`src/rtl/cpu_pkg.sv`:
```
// Shared definitions for the core pipeline control blocks.
//  - FWD_*  : ALU operand-mux select codes driven by the forwarding unit
//  - HC_*   : hazard_ctrl sequencer state codes (2-bit)
package cpu_pkg;

    localparam logic [1:0] FWD_NONE = 2'b00;  // use register-file read data
    localparam logic [1:0] FWD_WB   = 2'b01;  // use WB-stage write data
    localparam logic [1:0] FWD_MEM  = 2'b10;  // use MEM-stage ALU result

    localparam logic [1:0] HC_RUN    = 2'b00;
    localparam logic [1:0] HC_DRAIN  = 2'b01;
    localparam logic [1:0] HC_HALTED = 2'b10;

endpackage

```
`src/rtl/fwd_select.sv`:
```
// Operand forwarding select for one EX-stage ALU source.
// Ports:
//   src              in   REG_W  source specifier of the EX instruction
//   ex_mem_rd        in   REG_W  destination in MEM
//   ex_mem_reg_write in   1      MEM instruction writes the register file
//   mem_wb_rd        in   REG_W  destination in WB
//   mem_wb_reg_write in   1      WB instruction writes the register file
//   fwd              out  2      FWD_MEM / FWD_WB / FWD_NONE
module fwd_select
    import cpu_pkg::*;
#(
    parameter int REG_W = 4
) (
    input  logic [REG_W-1:0] src,
    input  logic [REG_W-1:0] ex_mem_rd,
    input  logic             ex_mem_reg_write,
    input  logic [REG_W-1:0] mem_wb_rd,
    input  logic             mem_wb_reg_write,
    output logic [1:0]       fwd
);

    logic mem_hit;
    logic wb_hit;

    // R0 is hardwired zero, so a write to it must never be forwarded.
    assign mem_hit = ex_mem_reg_write && (ex_mem_rd != '0) && (ex_mem_rd == src);
    assign wb_hit  = mem_wb_reg_write && (mem_wb_rd != '0) && (mem_wb_rd == src);

    // MEM holds the younger result, so it wins over WB.
    assign fwd = mem_hit ? FWD_MEM : (wb_hit ? FWD_WB : FWD_NONE);

endmodule

```
`src/rtl/hazard_ctrl.sv`:
```
// Pipeline sequencer for the 5-stage core: EX operand forwarding, load-use
// stall/bubble insertion, IF/ID flush on taken branch, HLT drain-and-park,
// and a saturating count of load-use bubbles.
// Ports:
//   clk, rst                     clock, asynchronous active-high reset
//   IF_ID_rs/rt/uses_rt/halt     decode-stage operand info and HLT flag
//   branch_taken                 ID branch resolved taken
//   ID_EX_rs/rt/rd/MemRead       execute-stage specifiers, load flag
//   EX_MEM_rd/RegWrite           MEM-stage writeback info
//   MEM_WB_rd/RegWrite           WB-stage writeback info
//   ForwardA/ForwardB            ALU operand mux selects
//   stall_PC/stall_IFID          hold PC / IF/ID
//   bubble_IDEX                  load NOP into ID/EX
//   flush_IFID                   replace IF/ID with NOP
//   halted                       core parked until reset
//   bubble_cnt                   saturating load-use bubble count
module hazard_ctrl
    import cpu_pkg::*;
#(
    parameter int REG_W        = 4,
    parameter int DRAIN_CYCLES = 3,
    parameter int CNT_W        = 16
) (
    input  logic             clk,
    input  logic             rst,
    input  logic [REG_W-1:0] IF_ID_rs,
    input  logic [REG_W-1:0] IF_ID_rt,
    input  logic             IF_ID_uses_rt,
    input  logic             IF_ID_halt,
    input  logic             branch_taken,
    input  logic [REG_W-1:0] ID_EX_rs,
    input  logic [REG_W-1:0] ID_EX_rt,
    input  logic [REG_W-1:0] ID_EX_rd,
    input  logic             ID_EX_MemRead,
    input  logic [REG_W-1:0] EX_MEM_rd,
    input  logic             EX_MEM_RegWrite,
    input  logic [REG_W-1:0] MEM_WB_rd,
    input  logic             MEM_WB_RegWrite,
    output logic [1:0]       ForwardA,
    output logic [1:0]       ForwardB,
    output logic             stall_PC,
    output logic             stall_IFID,
    output logic             bubble_IDEX,
    output logic             flush_IFID,
    output logic             halted,
    output logic [CNT_W-1:0] bubble_cnt
);

    localparam int DW = (DRAIN_CYCLES > 1) ? $clog2(DRAIN_CYCLES) : 1;

    logic [1:0]    state, state_nxt;
    logic [DW-1:0] drain_cnt, drain_cnt_nxt;
    logic [1:0]    fwd_a, fwd_b;
    logic          lu;
    logic          cnt_inc;

    fwd_select #(.REG_W(REG_W)) u_fwd_a (
        .src              (ID_EX_rs),
        .ex_mem_rd        (EX_MEM_rd),
        .ex_mem_reg_write (EX_MEM_RegWrite),
        .mem_wb_rd        (MEM_WB_rd),
        .mem_wb_reg_write (MEM_WB_RegWrite),
        .fwd              (fwd_a)
    );

    fwd_select #(.REG_W(REG_W)) u_fwd_b (
        .src              (ID_EX_rt),
        .ex_mem_rd        (EX_MEM_rd),
        .ex_mem_reg_write (EX_MEM_RegWrite),
        .mem_wb_rd        (MEM_WB_rd),
        .mem_wb_reg_write (MEM_WB_RegWrite),
        .fwd              (fwd_b)
    );

    // Load in EX whose result is needed by the instruction in ID.
    assign lu = ID_EX_MemRead && (ID_EX_rd != '0) &&
                ((ID_EX_rd == IF_ID_rs) || (IF_ID_uses_rt && (ID_EX_rd == IF_ID_rt)));

    // Outputs are held low while reset is asserted, not just after the edge.
    assign ForwardA = (rst || state == HC_HALTED) ? FWD_NONE : fwd_a;
    assign ForwardB = (rst || state == HC_HALTED) ? FWD_NONE : fwd_b;

    always_comb begin
        state_nxt     = state;
        drain_cnt_nxt = drain_cnt;
        stall_PC      = 1'b0;
        stall_IFID    = 1'b0;
        bubble_IDEX   = 1'b0;
        flush_IFID    = 1'b0;
        halted        = 1'b0;
        cnt_inc       = 1'b0;
        if (!rst) begin
            case (state)
                HC_RUN: begin
                    // Stall takes precedence; a taken branch re-resolves
                    // next cycle once the dependency clears.
                    if (lu) begin
                        stall_PC    = 1'b1;
                        stall_IFID  = 1'b1;
                        bubble_IDEX = 1'b1;
                        cnt_inc     = 1'b1;
                    end else if (branch_taken) begin
                        flush_IFID = 1'b1;
                    end else if (IF_ID_halt) begin
                        stall_PC      = 1'b1;
                        stall_IFID    = 1'b1;
                        drain_cnt_nxt = DW'(DRAIN_CYCLES - 1);
                        state_nxt     = HC_DRAIN;
                    end
                end
                HC_DRAIN: begin
                    stall_PC    = 1'b1;
                    stall_IFID  = 1'b1;
                    bubble_IDEX = 1'b1;
                    if (drain_cnt == '0) state_nxt = HC_HALTED;
                    else                 drain_cnt_nxt = drain_cnt - DW'(1);
                end
                HC_HALTED: begin
                    stall_PC    = 1'b1;
                    stall_IFID  = 1'b1;
                    bubble_IDEX = 1'b1;
                    halted      = 1'b1;
                end
                default: state_nxt = HC_RUN;
            endcase
        end
    end

    always_ff @(posedge clk or posedge rst) begin
        if (rst) begin
            state      <= HC_RUN;
            drain_cnt  <= '0;
            bubble_cnt <= '0;
        end else begin
            state     <= state_nxt;
            drain_cnt <= drain_cnt_nxt;
            if (cnt_inc && (bubble_cnt != '1))
                bubble_cnt <= bubble_cnt + CNT_W'(1);
        end
    end

endmodule

```
`config.mk`:
```
export PLATFORM = sky130hd
export DESIGN_NAME = hazard_ctrl
export DESIGN_NICKNAME = d
export VERILOG_FILES = /design/src/rtl/cpu_pkg.sv /design/src/rtl/fwd_select.sv /design/src/rtl/hazard_ctrl.sv
export SDC_FILE = /design/constraint.sdc
export NUM_CORES = 1
export LEC_CHECK = 0
export BUFFER_PORTS_ARGS = -buffer_cell sky130_fd_sc_hd__buf_2
export CORE_ASPECT_RATIO = 1.5
export CORE_MARGIN = 4
export CORE_UTILIZATION = 52
export DETAILED_ROUTE_END_ITERATION = 10
export GPL_TIMING_DRIVEN = 1
export PLACE_DENSITY = 0.93
export SKIP_LAST_GASP = 1
export SYNTH_ARGS = -nofsm -noshare
export SYNTH_HDL_FRONTEND = slang
export SYNTH_HIERARCHICAL = 1
export SYNTH_SLANG_ARGS = --single-unit
```
`constraint.sdc`:
```
create_clock -name clk -period 6.4 [get_ports clk]
set_clock_uncertainty 0.05 [all_clocks]
set_input_delay 1.28 -clock clk [delete_from_list [all_inputs] [get_ports clk]]
set_output_delay 1.28 -clock clk [all_outputs]
set_load 0.02 [all_outputs]
```
==> impl_metrics.xml <==
<?xml version="1.0" encoding="UTF-8"?>
<metrics>
  <group name="yosys">
    <metric name="synth-simple-area-share" unit="%">27.70</metric>
    <metric name="sequential_share_of_the_synthesized_area" unit="%">32.03</metric>
    <metric name="ys_types" unit="">38</metric>
    <metric name="yosysTopAreaCellShare" unit="%">32.03</metric>
    <metric name="syn-cell-area" unit="um2">1563</metric>
    <metric name="postSynth.asyncResetShare" unit="%">100.0</metric>
    <metric name="synth_top_family_by_area" unit="">simple AND/OR/NAND/NOR gates</metric>
    <metric name="synth_top_cells_by_area" unit="">sky130_fd_sc_hd__dfrtp_1, sky130_fd_sc_hd__xor2_1, sky130_fd_sc_hd__xnor2_1, sky130_fd_sc_hd__ha_1, sky130_fd_sc_hd__nor3_1</metric>
    <metric name="synth-warning-count" unit="">6</metric>
    <metric name="parity_gate_share_of_the_synthesized_area_counting_xor_and_xnor_cells" unit="%">19.06</metric>
    <metric name="yosys.cell_count.top_type" unit="">sky130_fd_sc_hd__dfrtp_1</metric>
    <metric name="synth_area_per_cell" unit="um2">9.358</metric>
    <metric name="seq_cells_post_synth" unit="">20</metric>
    <metric name="synth_edf_count" unit="">0</metric>
    <metric name="postSynthNetCount" unit="">210</metric>
    <metric name="synth_top_flop_cell" unit="">sky130_fd_sc_hd__dfrtp_1</metric>
    <metric name="synth.largest_area_cell" unit="">sky130_fd_sc_hd__dfrtp_1</metric>
    <metric name="synth_compound_area_share" unit="%">9.127</metric>
    <metric name="synth_cells" unit="">167</metric>
    <metric name="synth.area.mux_share" unit="%">2.882</metric>
    <metric name="synth_top_cells_by_count" unit="">sky130_fd_sc_hd__dfrtp_1, sky130_fd_sc_hd__xor2_1, sky130_fd_sc_hd__xnor2_1</metric>
    <metric name="synth_adder_area_share" unit="%">5.604</metric>
  </group>
  <group name="placement">
    <metric name="pre_cts_ws" unit="ns">2.071</metric>
    <metric name="dp_hpwl" unit="um">2979</metric>
    <metric name="buffer_ports.inserted" unit="">60</metric>
    <metric name="gpl.final_weighted_congestion" unit="">0.7645</metric>
  </group>
  <group name="worst_setup_path">
    <metric name="crit_path_end_kind" unit="">primary output</metric>
    <metric name="crit-reg2reg-launch" unit="">state[0]</metric>
    <metric name="worst_path_largest_cell_delay" unit="ns">0.58</metric>
    <metric name="ordered_list_of_cells_on_the_worst_path" unit="">buf_2 &gt; xor2_1 &gt; nor3_1 &gt; a32o_1 &gt; nand2_1 &gt; a2111oi_0 &gt; buf_2</metric>
    <metric name="crit_end" unit="">stall_IFID</metric>
    <metric name="endpoint_required_time_on_the_critical_path" unit="ns">5.07</metric>
    <metric name="worstReg2RegEnd" unit="">bubble_cnt[10]</metric>
    <metric name="timing.setup.critical_path_class" unit="">primary input to primary output</metric>
    <metric name="cp-startpoint" unit="">ID_EX_rd[1]</metric>
    <metric name="path_buf_inv" unit="">2</metric>
    <metric name="path_max_fanout" unit="">6</metric>
    <metric name="critical-path-top-cell-by-count" unit="">sky130_fd_sc_hd__buf_2</metric>
    <metric name="worstRegToRegCells" unit="">6</metric>
    <metric name="arrival" unit="ns">3.01</metric>
    <metric name="critical_path_cell_count" unit="">7</metric>
    <metric name="critical_path.slowest_cell" unit="">sky130_fd_sc_hd__a2111oi_0</metric>
    <metric name="timing.critical_path.from_type" unit="">primary input</metric>
    <metric name="critical_path.top_delay_family" unit="">compound AO/OA/AOI/OAI gates</metric>
    <metric name="setup.reg_to_reg.worst_slack" unit="ns">3.92</metric>
  </group>
  <group name="cts">
    <metric name="clkTransAtPathRegs" unit="ns">0.07</metric>
    <metric name="ctsLongestPathBuffers" unit="">2</metric>
    <metric name="cts_buffers" unit="">3</metric>
    <metric name="worst_skew_late_latency" unit="ns">0.26</metric>
    <metric name="cts_max_level" unit="">1</metric>
    <metric name="total_clock_sinks" unit="">20</metric>
    <metric name="cts_tree" unit="">yes</metric>
    <metric name="postCtsResizedCells" unit="">0</metric>
    <metric name="total_of_hold_buffers_inserted_after_clock_tree_synthesis" unit="">0</metric>
    <metric name="post_cts_buffers" unit="">0</metric>
    <metric name="clk_root_buffer_cell" unit="">sky130_fd_sc_hd__clkbuf_8</metric>
  </group>
  <group name="detailed_routing">
    <metric name="drc_errors_left" unit="">0</metric>
    <metric name="routedWlPerCell" unit="um">13.93</metric>
    <metric name="detail_route_antenna_nets" unit="">0</metric>
    <metric name="drt_wirelength" unit="um">3718</metric>
    <metric name="drt-pass1-iter-count" unit="">4</metric>
    <metric name="drt-initial-drc-count" unit="">46</metric>
    <metric name="routed-via-count" unit="">1477</metric>
    <metric name="drt-vias-per-instance" unit="">5.532</metric>
  </group>
  <group name="floorplanning">
    <metric name="placementRows" unit="">24</metric>
    <metric name="dieWidth" unit="um">52.76</metric>
    <metric name="fp.dieH" unit="um">75.14</metric>
    <metric name="boundaryPins" unit="">61</metric>
    <metric name="coreArea" unit="um2">2913</metric>
    <metric name="die_area" unit="um2">3964</metric>
    <metric name="floorplan.initialDensity" unit="%">53.65</metric>
  </group>
  <group name="global_routing">
    <metric name="via_count_of_the_first_global_routing_pass" unit="">1447</metric>
    <metric name="track_usage" unit="%">19.45</metric>
    <metric name="largest_net_degree_at_the_start_of_global_routing" unit="">22</metric>
    <metric name="grt.overflow.total" unit="">0</metric>
    <metric name="wire_length_of_the_first_global_routing_pass" unit="um">5913</metric>
    <metric name="grt_antenna_before_repair" unit="">0</metric>
  </group>
  <group name="sta">
    <metric name="timing_max_transition_violations_final" unit="">0</metric>
    <metric name="finalSetupViolCount" unit="">0</metric>
    <metric name="timing.final.ws_setup" unit="ns">2.056</metric>
    <metric name="total_negative_setup_slack" unit="ns">0</metric>
    <metric name="fmax" unit="MHz">230.2</metric>
    <metric name="hold_violations" unit="">0</metric>
    <metric name="timing.max_slew.rel_slack" unit="%">48.30</metric>
    <metric name="grt_setup_unrepaired" unit="">no</metric>
    <metric name="timing.final.crit_share" unit="%">67.88</metric>
    <metric name="period_needed" unit="ns">4.344</metric>
    <metric name="tightest_slew" unit="ns">0.7747</metric>
  </group>
  <group name="final_layout">
    <metric name="areaGrowthSynthToFinish" unit="%">25.46</metric>
    <metric name="final.fill_count" unit="">242</metric>
    <metric name="nets" unit="">272</metric>
    <metric name="antenna_cells_inserted" unit="">0</metric>
    <metric name="area.sequential" unit="um2">500.5</metric>
    <metric name="multi_input_area" unit="um2">1006</metric>
    <metric name="layout-drive-gt1-share" unit="%">34.65</metric>
  </group>
  <group name="status">
    <metric name="run_status" unit="">finished, final reports clean</metric>
  </group>
  <group name="run">
    <metric name="cap_violations" unit="">0</metric>
  </group>
  <group name="hold_path">
    <metric name="holdCritPathClass" unit="">register to register</metric>
  </group>
  <group name="power_and_ir_drop">
    <metric name="leakage" unit="uW">0.001001</metric>
    <metric name="powerDensity" unit="nW/um2">245.8</metric>
    <metric name="vdd_drop_max" unit="uV">161.5</metric>
  </group>
</metrics>
==> worst register-to-register path: cells and delay by family, from the launching register on <==
kind	cells	cell delay, ns
fa+ha+maj	1	0.31
buf+inv	1	0.13
flops	1	0.42
mux	1	0.37
simple gates	3	1.09
==> report_power, final <==
group	total (uW)	internal [uW]	switching [uW]	leakage, uW
logic	196	82.0	114	0.000706
clock network	127	83.6	43.7	0.0000357
registers	159	142	16.1	0.000259
total	482	308	174	0.00100
==> cell type report <==
class | instances | share of cell area (%)
clock inverter | 1 | 1.532
timing repair buffer | 60 | 15.32
multi-input combinational | 135 | 51.31
inverter | 9 | 1.723
clock buffer | 3 | 2.106
tap | 39 | 2.489
sequential | 20 | 25.53
==> cell families (layout without fill, tap and decap cells) <==
family                     after synthesis  in the layout
and+or+nand+nor                         75             75
xor gates and xnor gates                34             34
DFF                                     20             20
AOI/OAI and AO/OA                       15             15
buffers and inverters                   12             73
adders and majority gates                7              7
muxes                                    4              4
==> metal layers <==
layer	global-route usage [%]	vias to the layer above	wire length (um)	part of all wire (%)
met2	37.02	52	2031	55
met1	20.40	699	1397	38
met3	3.366	7	235	6.3
li1	-	719	-	-
met5	0	-	0	0
met4	8.239	0	53	1.4
==> worst min path at each step <==
stage / from / to / slack [ns] / depth (start not counted)
2_1_floorplan: state[1] / state[1] / 0.47 / 1
6_report: bubble_cnt[6] / bubble_cnt[6] / 0.44 / 1
3_5_place_dp: bubble_cnt[6] / bubble_cnt[6] / 0.43 / 1
5_1_grt: bubble_cnt[6] / bubble_cnt[6] / 0.47 / 1
3_3_place_gp: bubble_cnt[6] / bubble_cnt[6] / 0.42 / 1
4_1_cts: bubble_cnt[6] / bubble_cnt[6] / 0.44 / 1
==> metrics by stage <==
stage                     area (um2)  std cells  total power, uW  hold slack, ns  utilization (%)
after CTS                       1961        267            485.9          0.4414            67.31
after global routing            1961        267            513.9          0.4661            67.31
after detailed placement        1889        263            357.5          0.4270            64.86
after global placement          1889        263            350.7          0.4180            64.86
final                           1961        267            482.0          0.4353            67.31
after floorplan                 1563        167            301.8          0.4673                -
==> flip-flops by register name (all words and copies together), names as in the netlist <==
name,count
state,2
bubble_cnt,16
drain_cnt,2
==> layout by cell type (no fill, tap or decap), types with 2 or more instances in the layout <==
cell,count
sky130_fd_sc_hd__and2_1,4
sky130_fd_sc_hd__buf_2,60
sky130_fd_sc_hd__inv_1,9
sky130_fd_sc_hd__or2_2,3
sky130_fd_sc_hd__nand2_1,12
sky130_fd_sc_hd__nor4_1,8
sky130_fd_sc_hd__dfrtp_1,20
sky130_fd_sc_hd__nand2b_1,2
sky130_fd_sc_hd__mux2_1,2
sky130_fd_sc_hd__nor2_1,6
sky130_fd_sc_hd__o21ai_1,2
sky130_fd_sc_hd__nand3_1,5
sky130_fd_sc_hd__nor4b_1,2
sky130_fd_sc_hd__and4_4,2
sky130_fd_sc_hd__a221oi_2,2
sky130_fd_sc_hd__nand4_1,6
sky130_fd_sc_hd__a21oi_1,4
sky130_fd_sc_hd__nor3_1,11
sky130_fd_sc_hd__nor2b_1,2
sky130_fd_sc_hd__xor2_1,19
sky130_fd_sc_hd__or3_1,4
sky130_fd_sc_hd__xnor2_1,15
sky130_fd_sc_hd__and2_2,2
sky130_fd_sc_hd__ha_1,7
sky130_fd_sc_hd__mux2_2,2
sky130_fd_sc_hd__clkbuf_8,3
(Power assumes the default switching activity.)
